<file path="src/rtl/ceespu_dmem_arbiter_if.sv">
// ceespu_dmem_arbiter_if: CPU, DMA and shared data-RAM signals seen by the dmem arbiter
interface ceespu_dmem_arbiter_if;
  logic [15:0] I_cpuAddress;
  logic [31:0] I_cpuWData;
  logic        I_cpuE;
  logic [3:0]  I_cpuWe;
  logic [31:0] O_cpuRData;
  logic        O_cpuStall;
  logic        I_dmaReq;
  logic [15:0] I_dmaAddress;
  logic [31:0] I_dmaWData;
  logic [3:0]  I_dmaWe;
  logic        O_dmaGnt;
  logic        O_dmaRValid;
  logic [31:0] O_dmaRData;
  logic [15:0] O_dmemAddress;
  logic [31:0] O_dmemWData;
  logic        O_dmemE;
  logic [3:0]  O_dmemWe;
  logic [31:0] I_dmemData;
  modport master (
    input  I_cpuAddress, I_cpuWData, I_cpuE, I_cpuWe, I_dmaReq, I_dmaAddress, I_dmaWData, I_dmaWe, I_dmemData,
    output O_cpuRData, O_cpuStall, O_dmaGnt, O_dmaRValid, O_dmaRData, O_dmemAddress, O_dmemWData, O_dmemE, O_dmemWe
  );
  modport slave (
    output I_cpuAddress, I_cpuWData, I_cpuE, I_cpuWe, I_dmaReq, I_dmaAddress, I_dmaWData, I_dmaWe, I_dmemData,
    input  O_cpuRData, O_cpuStall, O_dmaGnt, O_dmaRValid, O_dmaRData, O_dmemAddress, O_dmemWData, O_dmemE, O_dmemWe
  );
endinterface

</file>
<file path="src/rtl/ceespu_dmem_arbiter.sv">
// ceespu_dmem_arbiter: shares one single-port data RAM between the CPU and a DMA/debug port,
// CPU first, with DMA forced through after MAX_WAIT consecutive denied cycles
module ceespu_dmem_arbiter #(
  parameter int MAX_WAIT = 4
) (
  input logic I_clk,
  input logic I_rst_n,
  ceespu_dmem_arbiter_if.master bus
);
  typedef enum logic [1:0] {TAG_NONE, TAG_CPU, TAG_DMA} tag_t;
  tag_t        tag, tagNext;
  logic [3:0]  waitCnt, waitNext;
  logic [31:0] cpuHold;
  logic        forced, dmaOwn, cpuOwn;
  // reset gates ownership so the memory port is quiet while I_rst_n is low
  always_comb begin
    forced = waitCnt == 4'(MAX_WAIT);
    dmaOwn = I_rst_n && bus.I_dmaReq && (!bus.I_cpuE || forced);
    cpuOwn = I_rst_n && bus.I_cpuE && !dmaOwn;
    waitNext = (!bus.I_dmaReq || dmaOwn) ? 4'd0 : forced ? waitCnt : waitCnt + 4'd1;
    tagNext = (dmaOwn && bus.I_dmaWe == 4'd0) ? TAG_DMA : (cpuOwn && bus.I_cpuWe == 4'd0) ? TAG_CPU : TAG_NONE;
    bus.O_dmemE = dmaOwn || cpuOwn;
    bus.O_dmemAddress = dmaOwn ? bus.I_dmaAddress : cpuOwn ? bus.I_cpuAddress : 16'd0;
    bus.O_dmemWData = dmaOwn ? bus.I_dmaWData : cpuOwn ? bus.I_cpuWData : 32'd0;
    bus.O_dmemWe = dmaOwn ? bus.I_dmaWe : cpuOwn ? bus.I_cpuWe : 4'd0;
    bus.O_dmaGnt = dmaOwn;
    bus.O_cpuStall = bus.I_cpuE && dmaOwn;
    bus.O_dmaRValid = tag == TAG_DMA;
    bus.O_dmaRData = tag == TAG_DMA ? bus.I_dmemData : 32'd0;
    bus.O_cpuRData = tag == TAG_CPU ? bus.I_dmemData : cpuHold;
  end
  always_ff @(posedge I_clk or negedge I_rst_n) begin
    if (!I_rst_n) begin
      waitCnt <= 4'd0;
      tag <= TAG_NONE;
      cpuHold <= 32'd0;
    end else begin
      waitCnt <= waitNext;
      tag <= tagNext;
      if (tag == TAG_CPU) cpuHold <= bus.I_dmemData;
    end
  end
endmodule

</file>
<file path="src/flat_wrapper.sv">
// flat-port wrapper written by rule: the top's interface ports become plain ports
module ceespu_dmem_arbiter_flat 
#(
  parameter int MAX_WAIT = 4
)
  (I_clk, I_rst_n, bus_I_cpuAddress, bus_I_cpuWData, bus_I_cpuE, bus_I_cpuWe, bus_I_dmaReq, bus_I_dmaAddress, bus_I_dmaWData, bus_I_dmaWe, bus_I_dmemData, bus_O_cpuRData, bus_O_cpuStall, bus_O_dmaGnt, bus_O_dmaRValid, bus_O_dmaRData, bus_O_dmemAddress, bus_O_dmemWData, bus_O_dmemE, bus_O_dmemWe);
  ceespu_dmem_arbiter_if bus_i ();
  input logic I_clk;
  input logic I_rst_n;
  input wire logic [$bits(bus_i.I_cpuAddress)-1:0] bus_I_cpuAddress;
  input wire logic [$bits(bus_i.I_cpuWData)-1:0] bus_I_cpuWData;
  input wire logic [$bits(bus_i.I_cpuE)-1:0] bus_I_cpuE;
  input wire logic [$bits(bus_i.I_cpuWe)-1:0] bus_I_cpuWe;
  input wire logic [$bits(bus_i.I_dmaReq)-1:0] bus_I_dmaReq;
  input wire logic [$bits(bus_i.I_dmaAddress)-1:0] bus_I_dmaAddress;
  input wire logic [$bits(bus_i.I_dmaWData)-1:0] bus_I_dmaWData;
  input wire logic [$bits(bus_i.I_dmaWe)-1:0] bus_I_dmaWe;
  input wire logic [$bits(bus_i.I_dmemData)-1:0] bus_I_dmemData;
  output wire logic [$bits(bus_i.O_cpuRData)-1:0] bus_O_cpuRData;
  output wire logic [$bits(bus_i.O_cpuStall)-1:0] bus_O_cpuStall;
  output wire logic [$bits(bus_i.O_dmaGnt)-1:0] bus_O_dmaGnt;
  output wire logic [$bits(bus_i.O_dmaRValid)-1:0] bus_O_dmaRValid;
  output wire logic [$bits(bus_i.O_dmaRData)-1:0] bus_O_dmaRData;
  output wire logic [$bits(bus_i.O_dmemAddress)-1:0] bus_O_dmemAddress;
  output wire logic [$bits(bus_i.O_dmemWData)-1:0] bus_O_dmemWData;
  output wire logic [$bits(bus_i.O_dmemE)-1:0] bus_O_dmemE;
  output wire logic [$bits(bus_i.O_dmemWe)-1:0] bus_O_dmemWe;
  assign bus_i.I_cpuAddress = bus_I_cpuAddress;
  assign bus_i.I_cpuWData = bus_I_cpuWData;
  assign bus_i.I_cpuE = bus_I_cpuE;
  assign bus_i.I_cpuWe = bus_I_cpuWe;
  assign bus_i.I_dmaReq = bus_I_dmaReq;
  assign bus_i.I_dmaAddress = bus_I_dmaAddress;
  assign bus_i.I_dmaWData = bus_I_dmaWData;
  assign bus_i.I_dmaWe = bus_I_dmaWe;
  assign bus_i.I_dmemData = bus_I_dmemData;
  assign bus_O_cpuRData = bus_i.O_cpuRData;
  assign bus_O_cpuStall = bus_i.O_cpuStall;
  assign bus_O_dmaGnt = bus_i.O_dmaGnt;
  assign bus_O_dmaRValid = bus_i.O_dmaRValid;
  assign bus_O_dmaRData = bus_i.O_dmaRData;
  assign bus_O_dmemAddress = bus_i.O_dmemAddress;
  assign bus_O_dmemWData = bus_i.O_dmemWData;
  assign bus_O_dmemE = bus_i.O_dmemE;
  assign bus_O_dmemWe = bus_i.O_dmemWe;
  ceespu_dmem_arbiter #(.MAX_WAIT(MAX_WAIT)) u_core (.I_clk(I_clk), .I_rst_n(I_rst_n), .bus(bus_i));
endmodule
</file>
<file path="config.mk">
export PLATFORM = sky130hd
export DESIGN_NAME = ceespu_dmem_arbiter_flat
export DESIGN_NICKNAME = d
export VERILOG_FILES = /design/src/rtl/ceespu_dmem_arbiter_if.sv /design/src/rtl/ceespu_dmem_arbiter.sv /design/src/flat_wrapper.sv
export SDC_FILE = /design/constraint.sdc
export NUM_CORES = 1
export LEC_CHECK = 0
export BUFFER_PORTS_ARGS = -buffer_cell sky130_fd_sc_hd__buf_2
export CORE_AREA = 2 2 101 103
export DETAILED_ROUTE_END_ITERATION = 10
export DIE_AREA = 0 0 103 105
export GPL_ROUTABILITY_DRIVEN = 0
export PLACE_DENSITY = 0.58
export RECOVER_POWER = 50
export SYNTH_ARGS = -nofsm -noshare
export SYNTH_HDL_FRONTEND = slang
export SYNTH_SLANG_ARGS = --single-unit
</file>
<file path="constraint.sdc">
create_clock -name I_clk -period 4.8 [get_ports I_clk]
set_clock_uncertainty 0.1 [all_clocks]
set_input_delay 0.48 -clock I_clk [delete_from_list [all_inputs] [get_ports I_clk]]
set_output_delay 0.48 -clock I_clk [all_outputs]
set_load 0.01 [all_outputs]
</file>
==> flow_metrics.py <==
metrics = {
    "floorplanning": {
        "start_util_pct": 24.0,
        "row_count": 36,
        "die_x_um": 103,
        "die_area_sq_mm": 0.0108,
        "coreArea_sq_mm": 0.00964,
        "die_h_um": 105,
        "io_pins": 260,
    },
    "cts": {
        "clock_path_buffers": 2,
        "post_cts_buffers": 0,
        "cts_buffers": 5,
        "cts_root_buf": "clkbuf_8",
        "path_clk_slew_ns": 0.07,
        "worstSkewPairLatency_ns": 0.28,
        "cts_tree": "done",
        "h-tree-depth": 2,
        "clock-sinks": 38,
    },
    "power": {
        "p_sw_w": 0.000295,
        "seq_power_share_pct": 41.6,
        "irDropWorstVdd_uv": 102,
        "pwr-share-clk_pct": 23.4,
        "p_per_area_mw_per_mm2": 252,
        "power_w": 0.000949,
        "p_int_w": 0.000654,
        "combPwrFrac_pct": 35.0,
        "leakage_nw": 2.12,
        "switching_share_pct": 31.1,
    },
    "sta": {
        "final.setup.worst_slack_ns": 1.09,
        "rsz0062_at_grt": "no",
        "slew_headroom_pct": -25.9,
        "hold_viol": 0,
        "setup_violations": 0,
        "max_freq_ghz": 0.270,
        "timing.final.crit_share_pct": 77.3,
        "worst_pin_slew_ns": 1.89,
        "slew_viol_final": 71,
        "layout_min_cycle_time_ns": 3.71,
        "fin_tns_setup_ns": 0,
    },
    "logic_synthesis": {
        "synth_cell_types": 26,
        "mappedNetlistArea_sq_mm": 0.00231,
        "syn_inst": 205,
        "synth_area_per_cell_sq_um": 11.3,
        "synth_top_area_share_pct": 41.1,
        "async_reset_ff_share_pct": 100,
        "syn_nets": 347,
        "synth_edf_count": 0,
        "synthFlopType": "dfrtp_1",
        "ys_seq_area_share_pct": 41.1,
        "netlist_top_cells_area": "dfrtp_1 (41%), a22o_1 (18%), mux2_2 (15%)",
        "yosys_warnings": 0,
        "yosysTopAreaCell": "dfrtp_1",
        "synth-seq-cells": 38,
    },
    "routing": {
        "remaining_drc_errors": 0,
        "wirelength_um": 9580,
        "avgViaCountPerCell": 4.55,
        "drtIter0Drc": 69,
        "postRouteAntennaNets": 0,
        "wl_per_cell_um": 16.2,
        "vias": 2701,
        "dr.pass1.iters": 5,
    },
    "worst_setup_path": {
        "worst-path-buf-inv": 4,
        "r2r_slack_ns": 2.39,
        "cpMaxStageDelayCell": "a21oi_1",
        "arrival_ns": 3.13,
        "critPathMaxStageDelay_ns": 0.89,
        "crit_chain": "dlygate4sd3_1 > clkbuf_1 > nand2_1 > a21oi_1 > buf_4 > a22o_1 > buf_2",
        "worst_setup_path_start_kind": "input port",
        "crit_family": "buffers and inverters",
        "crit_fanout": 38,
        "crit_type": "input port to output port",
        "cp.required_ns": 4.22,
        "cp-end-kind": "output port",
    },
    "cells_and_area": {
        "area.growth.synth_to_final_pct": 62.7,
        "drive_above_1_share_pct": 58.7,
        "utilization_pct": 39.1,
        "fin_nets": 601,
        "fin_area_sq_mm": 0.00377,
        "antenna_cells": 0,
    },
    "place": {
        "numPortBuffers": 259,
        "preCtsSetupSlack_ns": 2.09,
        "place_area_sq_mm": 0.00371,
        "dp_hpwl_um": 8060,
    },
    "grt": {
        "grt_pass1_vias": 2624,
        "antenna_found_initial": 0,
        "grt_use_total_pct": 16.7,
        "grt_pass1_wl_um": 13800,
        "overflow": 0,
        "grt_max_degree": 56,
    },
    "min_path": {
        "hold_class": "input port to flop",
    },
    "status": {
        "status": "complete, but fails checks",
        "violations": "max-capacitance violations, max-slew violations",
    },
    "job": {
        "drv_cap": 2,
    },
}
## power by group through the flow
stage | sequential, W | combinational, W | clock (W)
2_1_floorplan | 0.000396 | 0.000174 | 0
3_3_place_gp | 0.000398 | 0.000345 | 0
3_5_place_dp | 0.000401 | 0.000351 | 0
4_1_cts | 0.000395 | 0.000352 | 0.000236
5_1_grt | 0.000401 | 0.000365 | 0.000251
6_report | 0.000394 | 0.000332 | 0.000222
## synth_stat cells, types with 2 or more instances
| master | instances |
|---|---|
| a21oi_1 | 3 |
| clkbuf_1 | 7 |
| a22o_1 | 47 |
| dfrtp_1 | 38 |
| nor4_1 | 2 |
| nand2b_1 | 2 |
| mux2_2 | 30 |
| mux2_1 | 2 |
| ha_1 | 2 |
| nor2_1 | 3 |
| a22o_2 | 5 |
| buf_6 | 5 |
| and2_1 | 35 |
| buf_2 | 5 |
| inv_1 | 4 |
| nand3_1 | 5 |
## cells by family (layout without fill, tap and decap cells)
family	after synthesis	in the layout	share of synthesized area (%)
XOR/XNOR	1	1	0.378
AO/OA/AOI/OAI	58	58	22.2
flip-flops	38	38	41.1
AND/OR/NAND/NOR	52	52	14.0
adder cells (fa/ha/maj)	2	2	1.08
multiplexers	33	33	16.0
buffers and inverters	21	276	5.30
## stage by stage
| step | hold WS [ns] | cells |
|---|---|---|
| after floorplan | 0.0844 | 205 |
| after global placement | 0.209 | 584 |
| after detailed placement | 0.209 | 584 |
| after CTS | 0.338 | 593 |
| after global routing | 0.351 | 593 |
| final | 0.346 | 593 |
## worst reg2reg max path: stages (launching register included)
cell      delay (ns)
dfrtp_1         0.33
nand2b_1        0.48
clkbuf_1        0.94
mux2_2          0.44
## sequential cells by signal (all words and copies together), names as in the netlist
name and flops:
u_core.cpuHold 32, u_core.tag 2, u_core.waitCnt 4
## layout make-up
cell class | instances | area [sq um]
inverters | 4 | 15.0
flip-flops and latches | 38 | 951
clock buffers | 7 | 86.3
well taps | 133 | 166
multi-input cells | 146 | 1240
clock inverters | 1 | 5.00
repair buffers | 264 | 1310
fillers | 1042 | 5870
## per-layer routing
layer	track usage, %	vias to the layer above	wire [um]
met3	4.95	28	884
met4	7.71	0	369
met1	16.9	1250	3300
met2	30.5	160	5030
met5	0	-	0
li1	-	1263	-
## cell usage in the layout (no fill, tap or decap), types with 3 or more instances in the layout
master,Yosys,final
a21oi_1,3,4
a22o_1,47,47
a22o_2,5,5
and2_0,0,3
and2_1,35,32
buf_2,5,240
clkbuf_1,7,22
clkbuf_8,0,6
dfrtp_1,38,38
inv_1,4,4
mux2_1,2,18
mux2_2,30,14
nand3_1,5,5
nor2_1,3,3
## what timing repair did
item                                   4_1_cts  5_1_grt
endpoints found under the hold margin        2        0
gates resized for setup                      0        0
hold buffers                                 1        0
## worst paths after layout
kind,startpoint,endpoint,depth (start not counted)
max,I_rst_n,bus_O_dmemAddress[3],7
min reg2reg,u_core.cpuHold[24],u_core.cpuHold[24],1
max reg2reg,u_core.tag[1],u_core.cpuHold[25],3
min,bus_I_dmemData[24],u_core.cpuHold[24],2
max in group asynchronous,I_rst_n,u_core.cpuHold[1],3
min in group asynchronous,I_rst_n,u_core.waitCnt[0],2
Note: power is estimated with default switching activity, not from simulation.
